$ cat config.mk
export PLATFORM = sky130hd
export DESIGN_NAME = fetch_queue_flat
export DESIGN_NICKNAME = d
export VERILOG_FILES = /design/src/rtl/fetch_queue_if.sv /design/src/rtl/fetch_queue.sv /design/src/flat_wrapper.sv
export SDC_FILE = /design/constraint.sdc
export NUM_CORES = 1
export LEC_CHECK = 0
export CAP_MARGIN = 30
export CORE_MARGIN = 4
export CORE_UTILIZATION = 30
export DETAILED_ROUTE_END_ITERATION = 7
export SYNTH_ARGS = -nofsm -noshare
export SYNTH_HDL_FRONTEND = slang
export SYNTH_SLANG_ARGS = --single-unit
$ cat constraint.sdc
create_clock -name clk -period 17.6 [get_ports clk]
set_input_delay 4.4 -clock clk [delete_from_list [all_inputs] [get_ports clk]]
set_output_delay 4.4 -clock clk [all_outputs]
set_load 0.1 [all_outputs]
$ cat src/rtl/fetch_queue_if.sv
// rtl/fetch_queue_if.sv - fetch/decode handshake bundle for the instruction fetch queue
interface fetch_queue_if #(
  parameter int AW = 2
);
  logic          in_valid;
  logic [31:0]   in_pc;
  logic [31:0]   in_instr;
  logic          in_ready;
  logic          out_valid;
  logic [31:0]   out_pc;
  logic [31:0]   out_instr;
  logic          out_ready;
  logic          flush;
  logic [AW:0]   count;

  modport master (
    output in_valid, in_pc, in_instr, out_ready, flush,
    input  in_ready, out_valid, out_pc, out_instr, count
  );

  modport slave (
    input  in_valid, in_pc, in_instr, out_ready, flush,
    output in_ready, out_valid, out_pc, out_instr, count
  );
endinterface

$ cat src/rtl/fetch_queue.sv
// rtl/fetch_queue.sv - {PC, instr} queue between fetch and decode; optional same-cycle bypass via FETCH_QUEUE_BYPASS_EN
module fetch_queue #(
  parameter int DEPTH = 4,
  parameter int AW    = 2
) (
  input  logic         clk,
  input  logic         reset,
  fetch_queue_if.slave bus
);

  localparam logic [AW:0] LP_DEPTH = (AW+1)'(DEPTH);
  localparam logic [AW:0] LP_ONE   = (AW+1)'(1);
  localparam logic [AW-1:0] LP_PTR_ONE = AW'(1);

  logic [63:0]   r_mem [DEPTH];
  logic [AW-1:0] r_wr_ptr;
  logic [AW-1:0] r_rd_ptr;
  logic [AW:0]   r_count;

  logic w_full;
  logic w_empty;
  logic w_in_ready;
  logic w_push;
  logic w_pop;
  logic w_bypass;

  // Full/empty come from the occupancy counter only, so pointer wrap needs no care.
  assign w_full     = (r_count == LP_DEPTH);
  assign w_empty    = (r_count == '0);
  // Ready looks at registered state only: a full queue refuses even when the head pops.
  assign w_in_ready = !w_full && !reset;

`ifdef FETCH_QUEUE_BYPASS_EN
  // Empty queue with a consumer waiting: hand the fetched pair straight to decode.
  assign w_bypass = w_empty && bus.in_valid && bus.out_ready && !bus.flush && !reset;
`else
  assign w_bypass = 1'b0;
`endif

  assign w_push = bus.in_valid && w_in_ready && !w_bypass;
  assign w_pop  = !w_empty && bus.out_ready;

  assign bus.in_ready = w_in_ready;
  assign bus.count    = r_count;

  // Pointer and occupancy update; flush and reset clear everything and win over push/pop.
  always_ff @(posedge clk) begin
    if (reset || bus.flush) begin
      r_wr_ptr <= '0;
      r_rd_ptr <= '0;
      r_count  <= '0;
    end else begin
      if (w_push) r_wr_ptr <= r_wr_ptr + LP_PTR_ONE;
      if (w_pop)  r_rd_ptr <= r_rd_ptr + LP_PTR_ONE;
      if (w_push && !w_pop)      r_count <= r_count + LP_ONE;
      else if (w_pop && !w_push) r_count <= r_count - LP_ONE;
    end
  end

  // Entry storage; contents survive flush/reset, only the pointers are cleared.
  always_ff @(posedge clk) begin
    if (w_push && !bus.flush) r_mem[r_wr_ptr] <= {bus.in_pc, bus.in_instr};
  end

  // Head presentation: bypassed pair, stored head, or zeros when nothing is valid.
  always_comb begin
    bus.out_valid = 1'b0;
    bus.out_pc    = 32'h0000_0000;
    bus.out_instr = 32'h0000_0000;
    if (w_bypass) begin
      bus.out_valid = 1'b1;
      bus.out_pc    = bus.in_pc;
      bus.out_instr = bus.in_instr;
    end else if (!w_empty) begin
      bus.out_valid = 1'b1;
      {bus.out_pc, bus.out_instr} = r_mem[r_rd_ptr];
    end
  end

endmodule
$ cat src/flat_wrapper.sv
// flat-port wrapper written by rule: the top's interface ports become plain ports
module fetch_queue_flat 
#(
  parameter int DEPTH = 4,
  parameter int AW    = 2
)
  (clk, reset, bus_in_valid, bus_in_pc, bus_in_instr, bus_out_ready, bus_flush, bus_in_ready, bus_out_valid, bus_out_pc, bus_out_instr, bus_count);
  fetch_queue_if #(.AW(AW)) bus_i ();
  input  logic clk;
  input  logic reset;
  input wire logic [$bits(bus_i.in_valid)-1:0] bus_in_valid;
  input wire logic [$bits(bus_i.in_pc)-1:0] bus_in_pc;
  input wire logic [$bits(bus_i.in_instr)-1:0] bus_in_instr;
  input wire logic [$bits(bus_i.out_ready)-1:0] bus_out_ready;
  input wire logic [$bits(bus_i.flush)-1:0] bus_flush;
  output wire logic [$bits(bus_i.in_ready)-1:0] bus_in_ready;
  output wire logic [$bits(bus_i.out_valid)-1:0] bus_out_valid;
  output wire logic [$bits(bus_i.out_pc)-1:0] bus_out_pc;
  output wire logic [$bits(bus_i.out_instr)-1:0] bus_out_instr;
  output wire logic [$bits(bus_i.count)-1:0] bus_count;
  assign bus_i.in_valid = bus_in_valid;
  assign bus_i.in_pc = bus_in_pc;
  assign bus_i.in_instr = bus_in_instr;
  assign bus_i.out_ready = bus_out_ready;
  assign bus_i.flush = bus_flush;
  assign bus_in_ready = bus_i.in_ready;
  assign bus_out_valid = bus_i.out_valid;
  assign bus_out_pc = bus_i.out_pc;
  assign bus_out_instr = bus_i.out_instr;
  assign bus_count = bus_i.count;
  fetch_queue #(.DEPTH(DEPTH), .AW(AW)) u_core (.clk(clk), .reset(reset), .bus(bus_i));
endmodule
### Word level (Yosys, flattened, before mapping)

Memory sizes are Yosys's and may differ from the RTL's. A register that Yosys moved wholly into a read port is not among the register bits.
Index checks and enable logic that the tools add are counted.

* $add $sub $neg: 4
* equal/unequal tests: 1
* mux-type cells: 9
* reduce and logical (&&, ||, !) cells: 15

Operators with widths (number)
* $mux W32: 2
* $logic_and A1 B1 Y1: 6
* $logic_not A1 Y1: 6
* $mux W3: 2
* $add A2 B1 Y2 const B: 2
* $mux W2: 2
* $add A3 B1 Y3 const B: 1
* $eq A3 B3 Y1 const B: 1
* $logic_not A3 Y1: 1
* $mux W1: 3
* $sub A3 B1 Y3 const B: 1
* $reduce_bool A2 Y1: 1
* $logic_or A1 B1 Y1: 1

* register bits: 7
* bits in writable memories: 256
* input bits: 69
* memories kept: 1

Memory list
* u_core.r_mem: words 4, width 64, rd ports 1, clocked after memory_dff 1, write ports 1, RTL line fetch_queue.sv:15 `logic [63:0] r_mem [DEPTH];`

### Logic depth before layout (Yosys ltp)

* depth after elaboration: 8
* mapped depth: 9

### Worst setup path before layout

OpenSTA, ideal clock, no wires.

* path kind: input -> output
* start: input port reset
* end: output port bus_in_ready
* data arrival time: 5735 ps
* required time: 13200 ps
* path slack: 7465 ps
* stages on the path: 1
* path buffers: 0
* path through: nor2b_1

* longest elaborated chain between the ends: 2

RTL lines
* start: declaration: RTL line flat_wrapper.sv:10 `input logic reset;`
* $logic_not A1 Y1: RTL line fetch_queue.sv:31 `assign w_in_ready = !w_full && !reset;`
* $logic_and A1 B1 Y1: RTL line fetch_queue.sv:31
* end: declaration: RTL line flat_wrapper.sv:16 `output wire logic [$bits(bus_i.in_ready)-1:0] bus_in_ready;`

Every way passes these cells.

### Worst setup path in the final report

Same ends and word-level chain as after synthesis.

==> results.yml <==
outcome:
  status: "finished, final reports clean"
floorplanning:
  dieHeight_um: 192.6
  rows: 67
  ios: 138
  start_util: 0.3048
  die_x_um: 192.6
  die_area_um2: 37090
  coreArea_um2: 33530
sta:
  fin_crit_sh: 0.6008
  worst_slew_pin_slew_ns: 0.9946
  fin_worst_skew_ns: 0.009377
  finalSetupViolations: 0
  min_period_ns: 10.57
  grt_setup_unrepaired: "false"
  tns_ns: 0
  slew_violations: 0
  relSlewSlack: 0.3348
  holdWs_ns: 0.5030
  finalHoldViolations: 0
  timing.fmax_mhz: 94.57
logic_synthesis:
  netlist_area_um2: 10220
  synth_warnings: 0
  synth_edf_count: 256
  async_flop_share: 0
  syn_nets: 532
  ys_types: 28
  ys_seq_elements: 265
  synth_cells: 457
  yosysSeqAreaShare: 0.7697
  synth-main-ff-cell: "edfxtp_1"
  syn_avg_cell_area_um2: 22.37
detailed_routing:
  drcViolationCount: 0
  wl_mm: 20.25
  dr.pass1.iters: 4
  vias_per_cell: 4.515
  antenna_left: 0
  vias: 4876
  route.detailed.wl_per_inst_um: 18.75
  drt_iter0_markers: 207
pwr:
  p_per_area_nw_per_um2: 114.3
  power_mw: 1.482
  p_leak_nw: 4.035
  ir_drop_uv: 56.23
clock_network:
  clock_sinks: 265
  clkSlewWorstSetupHoldPaths_ns: 0.06
  cts.path.max_buffers: 3
  clockRootBuffer: "clkbuf_16"
  cts_tree: "done"
  cts_setup_buffers: 0
  numCtsBuffers: 28
  worst_skew_pair.late_latency_ns: 0.53
  post_cts_resized: 0
  htree_levels: 1
  ctsHoldBuffers: 0
worst_setup_path:
  path_class: "primary input to primary output"
  path_max_fanout: 4
  cp.required_ns: 13.20
  end_kind: "primary output"
  start_kind: "primary input"
  cp.arrival_ns: 6.17
grt:
  grt_pass1_vias: 5496
  grt_pass1_wl_mm: 30.99
  antenna_found_initial: 0
  overflow: 0
  grt_max_degree: 37
  grt_usage: 0.1077
finish:
  n_fill_cell: 3070
  regArea_um2: 7875
  final_common_cell: "edfxtp_1"
  drive_gt1_frac: 0.1851
  fin_cells: 1080
  syn2layout_area_growth_pct: 26.80
  design.final.nets: 688
  multi_input_area_um2: 2163
  antenna_cells: 0
  final_cell_mix: "edfxtp_1, clkdlybuf4s50_1, and2_1"
worst_hold_path:
  holdCritPathClass: "flop to flop"
placement:
  dp.cells: 1031
  dp_hpwl_mm: 12.36
  portBuffers: 137
  place.gp.congestion: 0.6617
job:
  cap_violations: 0
[final cells by class]
cell class	instances	area share
Multi-Input combinational cell	166	0.1669
Tap cell	448	0.04325
Clock inverter	12	0.008592
Timing Repair Buffer	148	0.1141
Inverter	4	0.001159
Clock buffer	37	0.05831
Sequential cell	265	0.6076
[logic make-up (layout without fill, tap and decap cells)]
| group | Yosys count | after routing | share of synthesized area |
|---|---|---|---|
| flip-flops | 265 | 265 | 0.7697 |
| AND/OR/NAND/NOR | 84 | 84 | 0.04982 |
| multiplexers | 66 | 66 | 0.1444 |
| buffers and inverters | 26 | 201 | 0.02069 |
| adder cells (fa/ha/maj) | 6 | 6 | 0.008079 |
| AO/OA/AOI/OAI | 6 | 6 | 0.003795 |
| XOR/XNOR | 4 | 4 | 0.003427 |
[synth_stat cells, types with 5 or more instances]
master,n,area share
edfxtp_1,256,0.75
and2_1,64,0.039
mux4_2,60,0.13
dfxtp_1,9,0.018
clkbuf_1,8,0.0029
buf_12,6,0.012
buf_2,6,0.0029
nor2_1,6,0.0022
ha_1,5,0.0061
[state kept, by name, indices dropped and copies added (netlist names), named ones only]
name	count
u_core.r_mem	256
u_core.bus.count	3
u_core.r_rd_ptr	2
u_core.r_wr_ptr	2
[report_power, final]
part / total [mW] / leakage (nW) / switching, mW / internal (mW)
clock: 0.554 / 0.421 / 0.226 / 0.329
sequential: 0.703 / 2.39 / 0.00414 / 0.699
combinational: 0.225 / 1.23 / 0.162 / 0.0624
total: 1.48 / 4.04 / 0.392 / 1.09
[final timing paths]
kind	from	to	slack, ns	depth (start not counted)
max	reset	bus_in_ready	7.03	3
min	u_core.r_wr_ptr[1]	u_core.r_wr_ptr[1]	0.50	2
max reg2reg	u_core.bus.count[0]	u_core.bus.count[2]	15.25	9
min reg2reg	u_core.r_wr_ptr[1]	u_core.r_wr_ptr[1]	0.50	2
[worst max-delay path, cell delays in order]
cell	delay, ns
clkdlybuf4s50_1	0.48
nor2b_1	0.15
clkdlybuf4s50_1	1.15
[per-stage QoR]
stage	setup WS [ns]	area, um^2	utilization
5_1_grt	6.984	12960	0.3865
6_report	7.026	12960	0.3865
2_1_floorplan	7.465	10220	-
3_3_place_gp	7.040	12050	0.3594
4_1_cts	7.023	12960	0.3865
3_5_place_dp	7.036	12090	0.3606
[per-layer routing]
metal / global-route usage / up-vias / wire [um]
met3: 0.02171 / 35 / 972
met5: 0 / - / 0
met4: 0.02743 / 0 / 390
met2: 0.1922 / 101 / 10590
met1: 0.1340 / 2574 / 8295
li1: - / 2166 / -
Note: power is estimated with default switching activity, not from simulation.
